<file path="src/rtl/bin2bcd_display.sv">
// bin2bcd_display: sequential double-dabble converter from a packed binary
// display word to 8 BCD digits, with leading-zero blank mask and overflow flag.
module bin2bcd_display #(
    parameter int unsigned IN_W    = 32,
    parameter int unsigned DIGITS  = 8,
    parameter int unsigned MAX_VAL = 99999999
) (
    input  logic                  sys_clk,
    input  logic                  sys_rst_n,
    input  logic                  start,
    input  logic [IN_W-1:0]       data_in,
    input  logic                  field_mode,
    output logic                  busy,
    output logic                  done,
    output logic [4*DIGITS-1:0]   bcd_out,
    output logic [DIGITS-1:0]     blank_mask,
    output logic                  ovf
);

    localparam int unsigned ACC_W = 4 * DIGITS;
    localparam int unsigned CNT_W = $clog2(IN_W);
    localparam int          HALF  = int'(DIGITS / 2);

    typedef enum logic [1:0] {
        S_IDLE  = 2'd0,
        S_SHIFT = 2'd1,
        S_DONE  = 2'd2
    } state_t;

    state_t             state_q, state_d;
    logic [IN_W-1:0]    bin_q, bin_d;
    logic [ACC_W-1:0]   acc_q, acc_d;
    logic [CNT_W-1:0]   cnt_q, cnt_d;
    logic               fmode_q, fmode_d;
    logic               pend_ovf_q, pend_ovf_d;
    logic               busy_q, busy_d;
    logic               done_q, done_d;
    logic [ACC_W-1:0]   bcd_q, bcd_d;
    logic [DIGITS-1:0]  blank_q, blank_d;
    logic               ovf_q, ovf_d;

    logic [ACC_W-1:0]   acc_adj_c;
    logic [DIGITS-1:0]  blank_c;

    // Add-3 correction of every BCD nibble that is 5 or more before the shift.
    always_comb begin
        acc_adj_c = acc_q;
        for (int i = 0; i < int'(DIGITS); i++) begin
            if (acc_q[4*i +: 4] >= 4'd5) begin
                acc_adj_c[4*i +: 4] = acc_q[4*i +: 4] + 4'd3;
            end
        end
    end

    // Leading-zero mask; in field mode each 4-digit half is blanked on its own.
    always_comb begin : blank_gen
        logic run;
        run     = 1'b1;
        blank_c = '0;
        for (int i = int'(DIGITS) - 1; i >= 0; i--) begin
            if (fmode_q && (i == HALF - 1)) begin
                run = 1'b1;
            end
            run = run & (acc_q[4*i +: 4] == 4'd0);
            if ((i != 0) && !(fmode_q && (i == HALF))) begin
                blank_c[i] = run;
            end
        end
    end

    // Next-state and datapath control.
    always_comb begin
        state_d    = state_q;
        bin_d      = bin_q;
        acc_d      = acc_q;
        cnt_d      = cnt_q;
        fmode_d    = fmode_q;
        pend_ovf_d = pend_ovf_q;
        done_d     = 1'b0;
        bcd_d      = bcd_q;
        blank_d    = blank_q;
        ovf_d      = ovf_q;

        case (state_q)
            S_IDLE: begin
                if (start) begin
                    bin_d      = data_in;
                    fmode_d    = field_mode;
                    pend_ovf_d = (data_in > IN_W'(MAX_VAL));
                    acc_d      = '0;
                    cnt_d      = '0;
                    state_d    = S_SHIFT;
                end
            end
            S_SHIFT: begin
                acc_d = {acc_adj_c[ACC_W-2:0], bin_q[IN_W-1]};
                bin_d = {bin_q[IN_W-2:0], 1'b0};
                cnt_d = cnt_q + CNT_W'(1);
                if (cnt_q == CNT_W'(IN_W - 1)) begin
                    state_d = S_DONE;
                end
            end
            S_DONE: begin
                done_d  = 1'b1;
                bcd_d   = pend_ovf_q ? '1 : acc_q;
                blank_d = pend_ovf_q ? '0 : blank_c;
                ovf_d   = pend_ovf_q;
                state_d = S_IDLE;
            end
            default: begin
                state_d = S_IDLE;
            end
        endcase

        busy_d = (state_d != S_IDLE);
    end

    // State and output registers.
    always_ff @(posedge sys_clk or negedge sys_rst_n) begin
        if (!sys_rst_n) begin
            state_q    <= S_IDLE;
            bin_q      <= '0;
            acc_q      <= '0;
            cnt_q      <= '0;
            fmode_q    <= 1'b0;
            pend_ovf_q <= 1'b0;
            busy_q     <= 1'b0;
            done_q     <= 1'b0;
            bcd_q      <= '0;
            blank_q    <= '0;
            ovf_q      <= 1'b0;
        end else begin
            state_q    <= state_d;
            bin_q      <= bin_d;
            acc_q      <= acc_d;
            cnt_q      <= cnt_d;
            fmode_q    <= fmode_d;
            pend_ovf_q <= pend_ovf_d;
            busy_q     <= busy_d;
            done_q     <= done_d;
            bcd_q      <= bcd_d;
            blank_q    <= blank_d;
            ovf_q      <= ovf_d;
        end
    end

    assign busy       = busy_q;
    assign done       = done_q;
    assign bcd_out    = bcd_q;
    assign blank_mask = blank_q;
    assign ovf        = ovf_q;

endmodule

</file>
<file path="config.mk">
export PLATFORM = sky130hd
export DESIGN_NAME = bin2bcd_display
export DESIGN_NICKNAME = d
export VERILOG_FILES = /design/src/rtl/bin2bcd_display.sv
export SDC_FILE = /design/constraint.sdc
export NUM_CORES = 1
export LEC_CHECK = 0
export ABC_AREA = 1
export BUFFER_PORTS_ARGS = -buffer_cell sky130_fd_sc_hd__buf_2
export CORE_MARGIN = 5
export CORE_UTILIZATION = 25
export DETAILED_ROUTE_END_ITERATION = 8
export HOLD_SLACK_MARGIN = 0.1
export PLACE_DENSITY = 0.41
export SYNTH_ARGS = -nofsm -noshare
export SYNTH_HDL_FRONTEND = slang
export SYNTH_SLANG_ARGS = --single-unit
</file>
<file path="constraint.sdc">
create_clock -name sys_clk -period 1.45 [get_ports sys_clk]
set_input_delay 0.145 -clock sys_clk [delete_from_list [all_inputs] [get_ports sys_clk]]
set_output_delay 0.145 -clock sys_clk [all_outputs]
set_load 0.005 [all_outputs]
</file>
==> summary.md <==
| Metric | Value |
|---|---|
| Status | `complete, no violations` |
| Worst IR Drop VDD | `0.9031 mV` |
| Multiplexer share of the synthesized area | `0` |
| Most frequent CP cell | `inv_1` |
| Pre-Repair DR Iteration Count | `4` |
| GRT Total Usage | `0.1214` |
| DRC violations left | `0` |
| Critical Path Source | `acc_q[24]$_DFFE_PN0P_` |
| Synth-to-Final Area Change | `36.38%` |
| Fillers | `2277` |
| Hpwl dp | `10340 µm` |
| Max Fanout on Critical Path | `5` |
| Synth Area in Compound Gates | `0.1846` |
| CP max stage cell | `dfrtp_1` |
| Final Critical Period | `1346 ps` |
| Post-Synthesis Cell Area | `5633 µm²` |
| Buf/Inv on CP | `3` |
| Total Routed Length | `14920 µm` |
| CTS sink count | `115` |
| Ys Warns | `0` |
| Routed vias/inst | `4.474` |
| Syn nets | `674` |
| Die area | `25630 µm²` |
| Critical path type | `reg -> reg` |
| Ratio of cells with drive above 1 in the final layout | `0.2859` |
| Startpoint Class | `register` |
| Core footprint | `22430 µm²` |
| Die span in x | `160.1 µm` |
| Initial Util | `0.2511` |
| GPL Wtd Cong | `0.8146` |
| Worst-path clk slew | `60 ps` |
| N_diodes | `0` |
| Post-Place Cells | `985` |
| Total gr overflow | `0` |
| Delay-heaviest family, CP | `flip-flops` |
| Vias | `4734` |
| Layout Nets | `821` |
| Total power density per cell area | `2118 nW/µm²` |
| Vias in the first global route | `4847` |
| Worst EP arrival | `1640 ps` |
| CP required | `1740 ps` |
| Synth Area in Adders | `0.05553` |
| CTS root buffer | `clkbuf_16` |
| Maxcap violations | `0` |
| Register bit total from synthesis | `115` |
| Die Ht | `160.1 µm` |
| Slowest stage delay, CP | `400 ps` |
| Clock Tree Buf Depth | `2` |
| Global-route wire length before repair | `25230 µm` |
| Simple-gate share of the synthesized area | `0.1486` |
| Final Setup Violations | `0` |
| Sequential fraction of the synthesis area | `0.5109` |
| Largest net degree at the start of global routing | `44` |
| Netlist cell types | `36` |
| Final Skew | `11.39 ps` |
| Critical path endpoint category | `register` |
| Initial DRC count | `347` |
| Antenna-violating nets left | `0` |
| TritonCTS Buffers | `17` |
| CTS tree | `yes` |
| Hold Vio Cnt, Final | `0` |
| Post-DP Area | `6591 µm²` |
| Drt wl/cell | `14.10 µm` |
| Design area | `7682 µm²` |
| Fin. max-slew vios | `0` |
| Initial antenna violation count | `0` |
| Post-synthesis xor/xnor area fraction | `0.006219` |
| FF-to-FF Start | `acc_q[24]$_DFFE_PN0P_` |
| Worst-path cell chain | `inv_2 > ha_1 > inv_1 > nor2_1 > o21ai_2 > inv_1 > nand2_1 > nand3_1 > o21ai_1` |
| Port buffer count | `77` |
| FMAX | `742.8 MHz` |
| Htree depth | `4` |
| Number of non-filler instances in the completed layout | `1058` |
| HP Start | `data_in[31]` |
| Leakage | `3.524 nW` |
| Syn Inst Count | `613` |
| Rows | `55` |
| Tcrit/Tclk final | `0.9285` |
| Min-delay worst type | `in -> reg` |
| Main combinational cell family by area after synthesis | `compound AO/OA/AOI/OAI gates` |
| IO Count | `79` |
| Clk Latency, worst-skew pair | `420 ps` |
| Syn_area_per_cell | `9.189 µm²` |
## path summary, 6_finish.rpt
kind	endpoint	slack, ps	cells past startpoint
worst max-delay path	acc_q[26]$_DFFE_PN0P_	100	9
worst min-delay path	bin_q[31]$_DFFE_PN0P_	100	3
worst max register to register	acc_q[26]$_DFFE_PN0P_	100	9
worst min register to register	blank_mask[5]$_DFFE_PN0P_	480	2
max in group asynchronous	bin_q[6]$_DFFE_PN0P_	800	3
min in group asynchronous	done$_DFF_PN0_	130	2
## per-stage QoR
step	total power [mW]	utilization	hold slack, ps	worst slack (ps)	setup TNS (ps)
2_1_floorplan	9.450	-	-150.6	138.8	0
3_3_place_gp	11.24	0.2938	16.43	2.624	0
3_5_place_dp	11.41	0.2938	17.65	-46.79	-93.36
4_1_cts	15.95	0.3352	101.4	11.14	0
5_1_grt	17.63	0.3424	111.8	-20.38	-31.15
6_report	16.27	0.3424	99.47	103.7	0
## logic make-up after synthesis
family                     after synthesis
AOI/OAI and AO/OA                      150
adders and majority gates               25
and+or+nand+nor                        195
other                                    1
xor gates and xnor gates                 4
DFF                                    115
buffers and inverters                  123
## final cells by class
cell class	instances	area, µm²	area share
flip-flops and latches	115	2880	0.3749
multi-input cells	375	2318	0.3018
repair buffers	155	1151	0.1498
clock buffers	19	452.9	0.05896
inverters	96	365.4	0.04756
well taps	285	356.6	0.04642
clock inverters	13	157.7	0.02052
## cell usage in the layout, fill, tap and decap left out, drive strengths merged, types with 2 or more instances in the layout
| cell | count |
|---|---|
| bufinv | 3 |
| o211ai | 5 |
| clkbuf | 19 |
| o221ai | 26 |
| o32ai | 2 |
| o22ai | 10 |
| clkinv | 5 |
| inv | 97 |
| a22oi | 3 |
| nor2 | 67 |
| nand2 | 81 |
| xor2 | 4 |
| ha | 25 |
| a21oi | 48 |
| buf | 124 |
| dfrtp | 115 |
| nor3b | 2 |
| clkinvlp | 4 |
| a22o | 2 |
| o21ai | 51 |
| dlygate4sd3 | 31 |
| o2111ai | 2 |
| nor3 | 2 |
| nand3 | 26 |
| nand4 | 17 |
## power by group
part	switching (mW)	internal, mW
Clock	1.57	2.79
Combinational	4.03	2.98
Sequential	0.622	4.28
## worst reg2reg max path, cell delays in order, from the launching register on
cell	delay (ps)
dfrtp_1	400
inv_2	100
ha_1	180
inv_1	60
nor2_1	160
o21ai_2	90
inv_1	70
nand2_1	50
nand3_1	60
o21ai_1	70
## layer usage
| layer | vias to the layer above | global-route usage | part of all wire |
|---|---|---|---|
| li1 | 2354 | - | - |
| met1 | 2275 | 0.1627 | 0.47 |
| met2 | 97 | 0.1934 | 0.47 |
| met3 | 8 | 0.03458 | 0.045 |
| met4 | 0 | 0.03168 | 0.0076 |
| met5 | - | 0 | 0 |
## state kept, by name, indices dropped and copies added, names as in the netlist
name,cells
acc_q,32
bcd_out,32
bin_q,32
blank_mask,7
cnt_q,5
state_q,2
busy,1
done,1
fmode_q,1
ovf,1
pend_ovf_q,1
## synthesized netlist by cell type, drive strengths merged
library cell	number	area, µm²
nor3	2	15.01
xor2	4	35.03
nor3b	2	15.01
o31ai	1	7.510
o21ai	51	255.3
dfrtp	115	2878
o211ai	5	37.54
ha	25	312.8
o2111ai	2	17.52
nor2	67	259.0
nand2	81	306.6
clkbuf	6	23.77
o32ai	2	32.53
conb	1	3.750
inv	96	362.8
nand3	26	135.1
a22o	2	17.52
nand4	17	106.4
buf	21	140.1
a21oi	48	240.2
o221ai	26	315.3
a22oi	3	22.52
o22ai	10	93.84
## what timing repair did
action,CTS,global route
hold endpoints to repair,145,0
hold buffers,31,0
buffers inserted,0,10
resized for setup,7,41
endpoints found under the setup margin,11,38
pin swaps,0,3
Note: power is estimated with default switching activity, not from simulation.
